`config.mk`:
```
export PLATFORM = sky130hd
export DESIGN_NAME = alu_cmd_pipe
export DESIGN_NICKNAME = d
export VERILOG_FILES = /design/src/rtl/alu_cmd_pipe.sv
export SDC_FILE = /design/constraint.sdc
export NUM_CORES = 1
export LEC_CHECK = 0
export ABC_CLOCK_PERIOD_IN_PS = 3000
export CAP_MARGIN = 20
export CORE_MARGIN = 2
export CORE_UTILIZATION = 45
export CTS_BUF_LIST = sky130_fd_sc_hd__clkbuf_8
export DETAILED_ROUTE_END_ITERATION = 16
export GPL_TIMING_DRIVEN = 0
export PLACE_DENSITY = 0.81
export RECOVER_POWER = 50
export SKIP_CTS_REPAIR_TIMING = 1
export SLEW_MARGIN = 20
export SYNTH_ARGS = -nofsm -noshare
export SYNTH_HDL_FRONTEND = slang
export SYNTH_HIERARCHICAL = 1
export SYNTH_SLANG_ARGS = --single-unit
```
`constraint.sdc`:
```
create_clock -name clk -period 3 [get_ports clk]
set_clock_uncertainty 0.15 [all_clocks]
set_input_delay 0.6 -clock clk [delete_from_list [all_inputs] [get_ports clk]]
set_output_delay 0.6 -clock clk [all_outputs]
set_load 0.02 [all_outputs]
```
`src/rtl/alu_cmd_pipe.sv`:
```
// Command FIFO feeding an external 4-bit ALU; the result is registered one edge after the command reaches the FIFO head.
// Valid/ready on both sides: in_ready is set by FIFO occupancy only, and a stalled result holds every out_* field stable.

module alu_cmd_pipe_fifo #(
  parameter int W     = 11,
  parameter int DEPTH = 4,
  parameter int CW    = 3
) (
  input  logic          clk,
  input  logic          rst_n,
  input  logic          i_push,
  input  logic [W-1:0]  i_dat,
  input  logic          i_pop,
  output logic [W-1:0]  o_dat,
  output logic [CW-1:0] o_count,
  output logic          o_empty
);
  localparam int AW = (DEPTH > 1) ? $clog2(DEPTH) : 1;
  localparam logic [AW-1:0] PTR_ONE = AW'(1);
  localparam logic [CW-1:0] CNT_ONE = CW'(1);

  logic [W-1:0]  r_mem [DEPTH];
  logic [AW-1:0] r_wr_ptr;
  logic [AW-1:0] r_rd_ptr;
  logic [CW-1:0] r_count;

  // Storage needs no reset; only pointers and count define what is valid.
  always_ff @(posedge clk) begin
    if (i_push) begin
      r_mem[r_wr_ptr] <= i_dat;
    end
  end

  always_ff @(posedge clk or negedge rst_n) begin
    if (!rst_n) begin
      r_wr_ptr <= '0;
      r_rd_ptr <= '0;
      r_count  <= '0;
    end else begin
      if (i_push) begin
        r_wr_ptr <= r_wr_ptr + PTR_ONE;
      end
      if (i_pop) begin
        r_rd_ptr <= r_rd_ptr + PTR_ONE;
      end
      case ({i_push, i_pop})
        2'b10:   r_count <= r_count + CNT_ONE;
        2'b01:   r_count <= r_count - CNT_ONE;
        default: r_count <= r_count;
      endcase
    end
  end

  assign o_dat   = r_mem[r_rd_ptr];
  assign o_count = r_count;
  assign o_empty = (r_count == '0);
endmodule

module alu_cmd_pipe #(
  parameter int DEPTH = 4,
  parameter int CW    = 3
) (
  input  logic          clk,
  input  logic          rst_n,
  input  logic          in_valid,
  output logic          in_ready,
  input  logic [2:0]    in_sel,
  input  logic [3:0]    in_a,
  input  logic [3:0]    in_b,
  output logic [3:0]    alu_a,
  output logic [3:0]    alu_b,
  output logic [2:0]    alu_sel,
  input  logic [3:0]    alu_out,
  input  logic          alu_carry,
  output logic          out_valid,
  input  logic          out_ready,
  output logic [3:0]    out_result,
  output logic          out_carry,
  output logic          out_zero,
  output logic [2:0]    out_sel,
  output logic [CW-1:0] count,
  output logic          busy
);
  typedef struct packed {
    logic [2:0] sel;
    logic [3:0] a;
    logic [3:0] b;
  } cmd_t;

  localparam int CMD_W = $bits(cmd_t);
  localparam logic [CW-1:0] FULL_CNT = CW'(DEPTH);

  cmd_t             w_in_cmd;
  cmd_t             w_head;
  logic [CMD_W-1:0] w_head_dat;
  logic [CW-1:0]    w_count;
  logic             w_empty;
  logic             w_push;
  logic             w_cap;
  logic             w_arith;

  logic             r_out_valid;
  logic [3:0]       r_out_result;
  logic             r_out_carry;
  logic             r_out_zero;
  logic [2:0]       r_out_sel;

  assign w_in_cmd = '{sel: in_sel, a: in_a, b: in_b};
  assign in_ready = (w_count < FULL_CNT);
  assign w_push   = in_valid && in_ready;
  // Pop when the head has somewhere to go: output slot empty or being drained.
  assign w_cap    = !w_empty && (!r_out_valid || out_ready);

  alu_cmd_pipe_fifo #(
    .W     (CMD_W),
    .DEPTH (DEPTH),
    .CW    (CW)
  ) u_fifo (
    .clk     (clk),
    .rst_n   (rst_n),
    .i_push  (w_push),
    .i_dat   (w_in_cmd),
    .i_pop   (w_cap),
    .o_dat   (w_head_dat),
    .o_count (w_count),
    .o_empty (w_empty)
  );

  assign w_head  = w_head_dat;
  assign alu_a   = w_empty ? 4'd0 : w_head.a;
  assign alu_b   = w_empty ? 4'd0 : w_head.b;
  assign alu_sel = w_empty ? 3'd0 : w_head.sel;
  // Only add (000) and sub (001) produce a meaningful CarryOut.
  assign w_arith = (w_head.sel[2:1] == 2'b00);

  always_ff @(posedge clk or negedge rst_n) begin
    if (!rst_n) begin
      r_out_valid  <= 1'b0;
      r_out_result <= 4'd0;
      r_out_carry  <= 1'b0;
      r_out_zero   <= 1'b0;
      r_out_sel    <= 3'd0;
    end else if (w_cap) begin
      r_out_valid  <= 1'b1;
      r_out_result <= alu_out;
      r_out_carry  <= w_arith ? alu_carry : 1'b0;
      r_out_zero   <= (alu_out == 4'd0);
      r_out_sel    <= w_head.sel;
    end else if (out_ready) begin
      r_out_valid  <= 1'b0;
    end
  end

  assign out_valid  = r_out_valid;
  assign out_result = r_out_result;
  assign out_carry  = r_out_carry;
  assign out_zero   = r_out_zero;
  assign out_sel    = r_out_sel;
  assign count      = w_count;
  assign busy       = !w_empty || r_out_valid;
endmodule
```
==> summary.txt <==
Status
  • Status: finished clean

Setup path
  • CP max-delay cell: clkdlybuf4s50_1
  • Worst path required time: 2.25 ns
  • WS Path Type: reg -> out
  • Crit. End Element: primary output
  • WP buf/inv: 2
  • Max incr delay on CP: 0.55 ns
  • Arrival time worst endpoint: approximately 2.2 ns
  • Worst Setup Start Kind: flip-flop
  • Crit-path max FO: 10
  • CP top delay family: buffers and inverters
  • Crit path cell chain: buf_6, mux4_2, nor2b_1, clkdlybuf4s50_1

Global routing
  • First-pass GRT wire length: roughly 7 mm
  • Vias in the first global route: around 1,400
  • Initial antenna violation count: 0
  • Total GRT Usage: 16.1%
  • Largest net degree at the start of global routing: 18
  • GRT overflow: 0

Synthesis
  • Post-synthesis sequential area ratio: between 70% and 80%
  • Post-Syn Area per Cell: 18.5 um2
  • EDFF count, synth: 44
  • Yosys cell types: 22
  • Top-count cell post-synth: edfxtp_1
  • Top-area cell type share of the netlist area: 53.6%
  • Synthesized cell area: 0.00246 mm2
  • Ys async rst share: 27.9%
  • #FFs+latches synth: 61
  • Leading area contributor after synthesis: edfxtp_1
  • Net Count, Synth: 159
  • Gate Count Post-Synth: between 100 and 150
  • Ys flop type: edfxtp_1
  • Yosys warnings: 6
  • Ranking of synthesized cells by area: edfxtp_1 (54%), dfrtp_1 (17%), mux4_2 (7.3%)
  • Synth top cells by count: edfxtp_1 (44), dfrtp_1 (17), nor2b_1 (12), inv_1 (9), mux2_2 (9)

Timing
  • Final Hold Vio Count: 0
  • Fin crit period: 2.90 ns
  • Period utilization: a little over nine tenths
  • Final Max Tran Viols: 0
  • Fmax: 345 MHz
  • Post-route setup slack: 0.104 ns
  • Setup_tns: 0 ns
  • Max_slew headroom: 51.1%
  • Hold_ws: roughly 0.36 ns
  • Final Setup Violations: 0
  • Slew @ Worst Pin: 0.731 ns

Power
  • Sequential share of power: 37.3%
  • Clk pwr share: 19.9%
  • P per Cell Area: 1030 mW/mm2
  • Internal power: 2.20 mW
  • Sw Pwr: 1.11 mW
  • Final Power: 3.31 mW
  • Worst vdd ir: 0.427 mV
  • Switching Share: between 30% and 40%
  • Leakage power: 1.19 nW
  • Comb pwr share: between 40% and 50%

Finish
  • Layout area overhead: 29.8%
  • Fin cells: 264
  • Final core utilization: around 61%
  • # diodes: 0
  • Final instance area: 0.00320 mm2
  • Nets@finish: 215
  • Share of layout cells above drive strength 1: 18.6%

Flow run
  • Max-cap violations: 0

Placement
  • Placed insts: 248
  • RD Place Congestion: 0.700
  • Dpl ws: -0.130 ns
  • Post-DP HPWL: 3.04 mm
  • Area post-placement: 0.00300 mm2
  • Input/output buffers: 45

Clock network
  • CTS tree: yes
  • Clock latency on the worst-skew pair: about 0.33 ns
  • # clock sinks: a little over 60
  • Max Root-Sink Buffers: 2
  • CTS clk-pin slew, worst paths: 0.07 ns
  • H-tree depth: 3
  • Num CTS Buffers: 9
  • CTS root buffer: clkbuf_8

Drt
  • DR WL/cell: 16.6 um
  • Via Count: between 1,000 and 1,500
  • Detailed Route Iter0 Violations: 80
  • Routed Antenna Nets: 0
  • Final WL: 4.39 mm
  • Via density: 4.93
  • DRC: 0
  • 1st-pass router iterations: 4

Die
  • Row cnt: 26
  • Initial Util: around 47%
  • Io pins: 46
  • Area of the core: 0.00520 mm2
  • DIE WIDTH: about 80 um
  • Chip height: 78.0 um
  • Die area: 0.00609 mm2

Worst hold path
  • Hold Crit Class: reg -> reg
==> power groups by stage <==
| stage | Sequential (mW) | Clock (mW) | Combinational (mW) |
|---|---|---|---|
| detailed placement | 1.24 | 0 | 1.43 |
| global placement | 1.22 | 0 | 1.39 |
| floorplan | 1.31 | 0 | 0.760 |
| CTS | 1.22 | 0.680 | 1.44 |
| finish | 1.23 | 0.659 | 1.41 |
| global route | 1.25 | 0.714 | 1.53 |
==> final cells by class <==
type,instances,area [um2]
buffer,3,21.3
clock buffer,9,124
clock inverter,7,56.3
fill,387,2010
inverter,9,33.8
multi-input combinational,60,676
sequential,61,1750
tap,70,87.6
timing repair buffer,45,453
==> state kept, by name, summed over array words and instances (netlist names) <==
name             count
out_carry            1
out_result           4
out_sel              3
out_valid            1
out_zero             1
u_fifo/o_count       3
u_fifo/r_mem        44
u_fifo/r_rd_ptr      2
u_fifo/r_wr_ptr      2
==> cells in the final DEF, fill, tap and decap left out <==
master,count
edfxtp_1,44
nor4_1,1
dfrtp_1,16
clkinv_2,3
nor3_4,1
buf_6,1
mux2_2,9
nor3b_1,1
bufinv_16,1
clkbuf_2,1
and2_1,4
inv_1,9
a21oi_4,1
xor2_1,4
dlygate4sd3_1,12
fa_1,1
mux4_1,3
dlymetal6s2s_1,1
clkdlybuf4s50_1,32
nand2_1,4
clkinv_1,3
ha_1,5
nor2_1,1
nor2b_1,12
xnor2_1,2
o21ai_0,3
buf_2,1
clkbuf_8,9
dfrtp_2,1
mux4_2,8
==> final timing paths <==
| check | start | endpoint | slack [ns] | depth (start not counted) |
|---|---|---|---|---|
| worst max-delay path | u_fifo/r_rd_ptr[0] | alu_b[3] | 0.10 | 4 |
| worst min-delay path | out_sel[1] | out_sel[1] | 0.36 | 1 |
| worst max register to register | u_fifo/o_count[2] | u_fifo/o_count[2] | 0.71 | 8 |
| worst min register to register | out_sel[1] | out_sel[1] | 0.36 | 1 |
| max in group asynchronous | rst_n | u_fifo/r_rd_ptr[0] | 1.58 | 1 |
| min in group asynchronous | rst_n | out_carry | 0.62 | 1 |
==> kinds of logic after synthesis <==
| kind of cell | share of synthesized area [%] |
|---|---|
| DFF | 70.9 |
| and+or+nand+nor | 5.58 |
| muxes | 14.6 |
| buffers and inverters | 2.18 |
| xor gates and xnor gates | 2.13 |
| adders and majority gates | 3.35 |
| AOI/OAI and AO/OA | 1.27 |
==> per-layer routing <==
layer / GRT usage, % / routed length [um] / vias to the layer above
met5: 0 / 0 / -
li1: - / - / 608
met2: 27.5 / 2270 / 45
met3: 5.17 / 228 / 4
met4: 6.84 / 32 / 0
met1: 18.7 / 1860 / 644
Power figures use the tool's default switching activity.
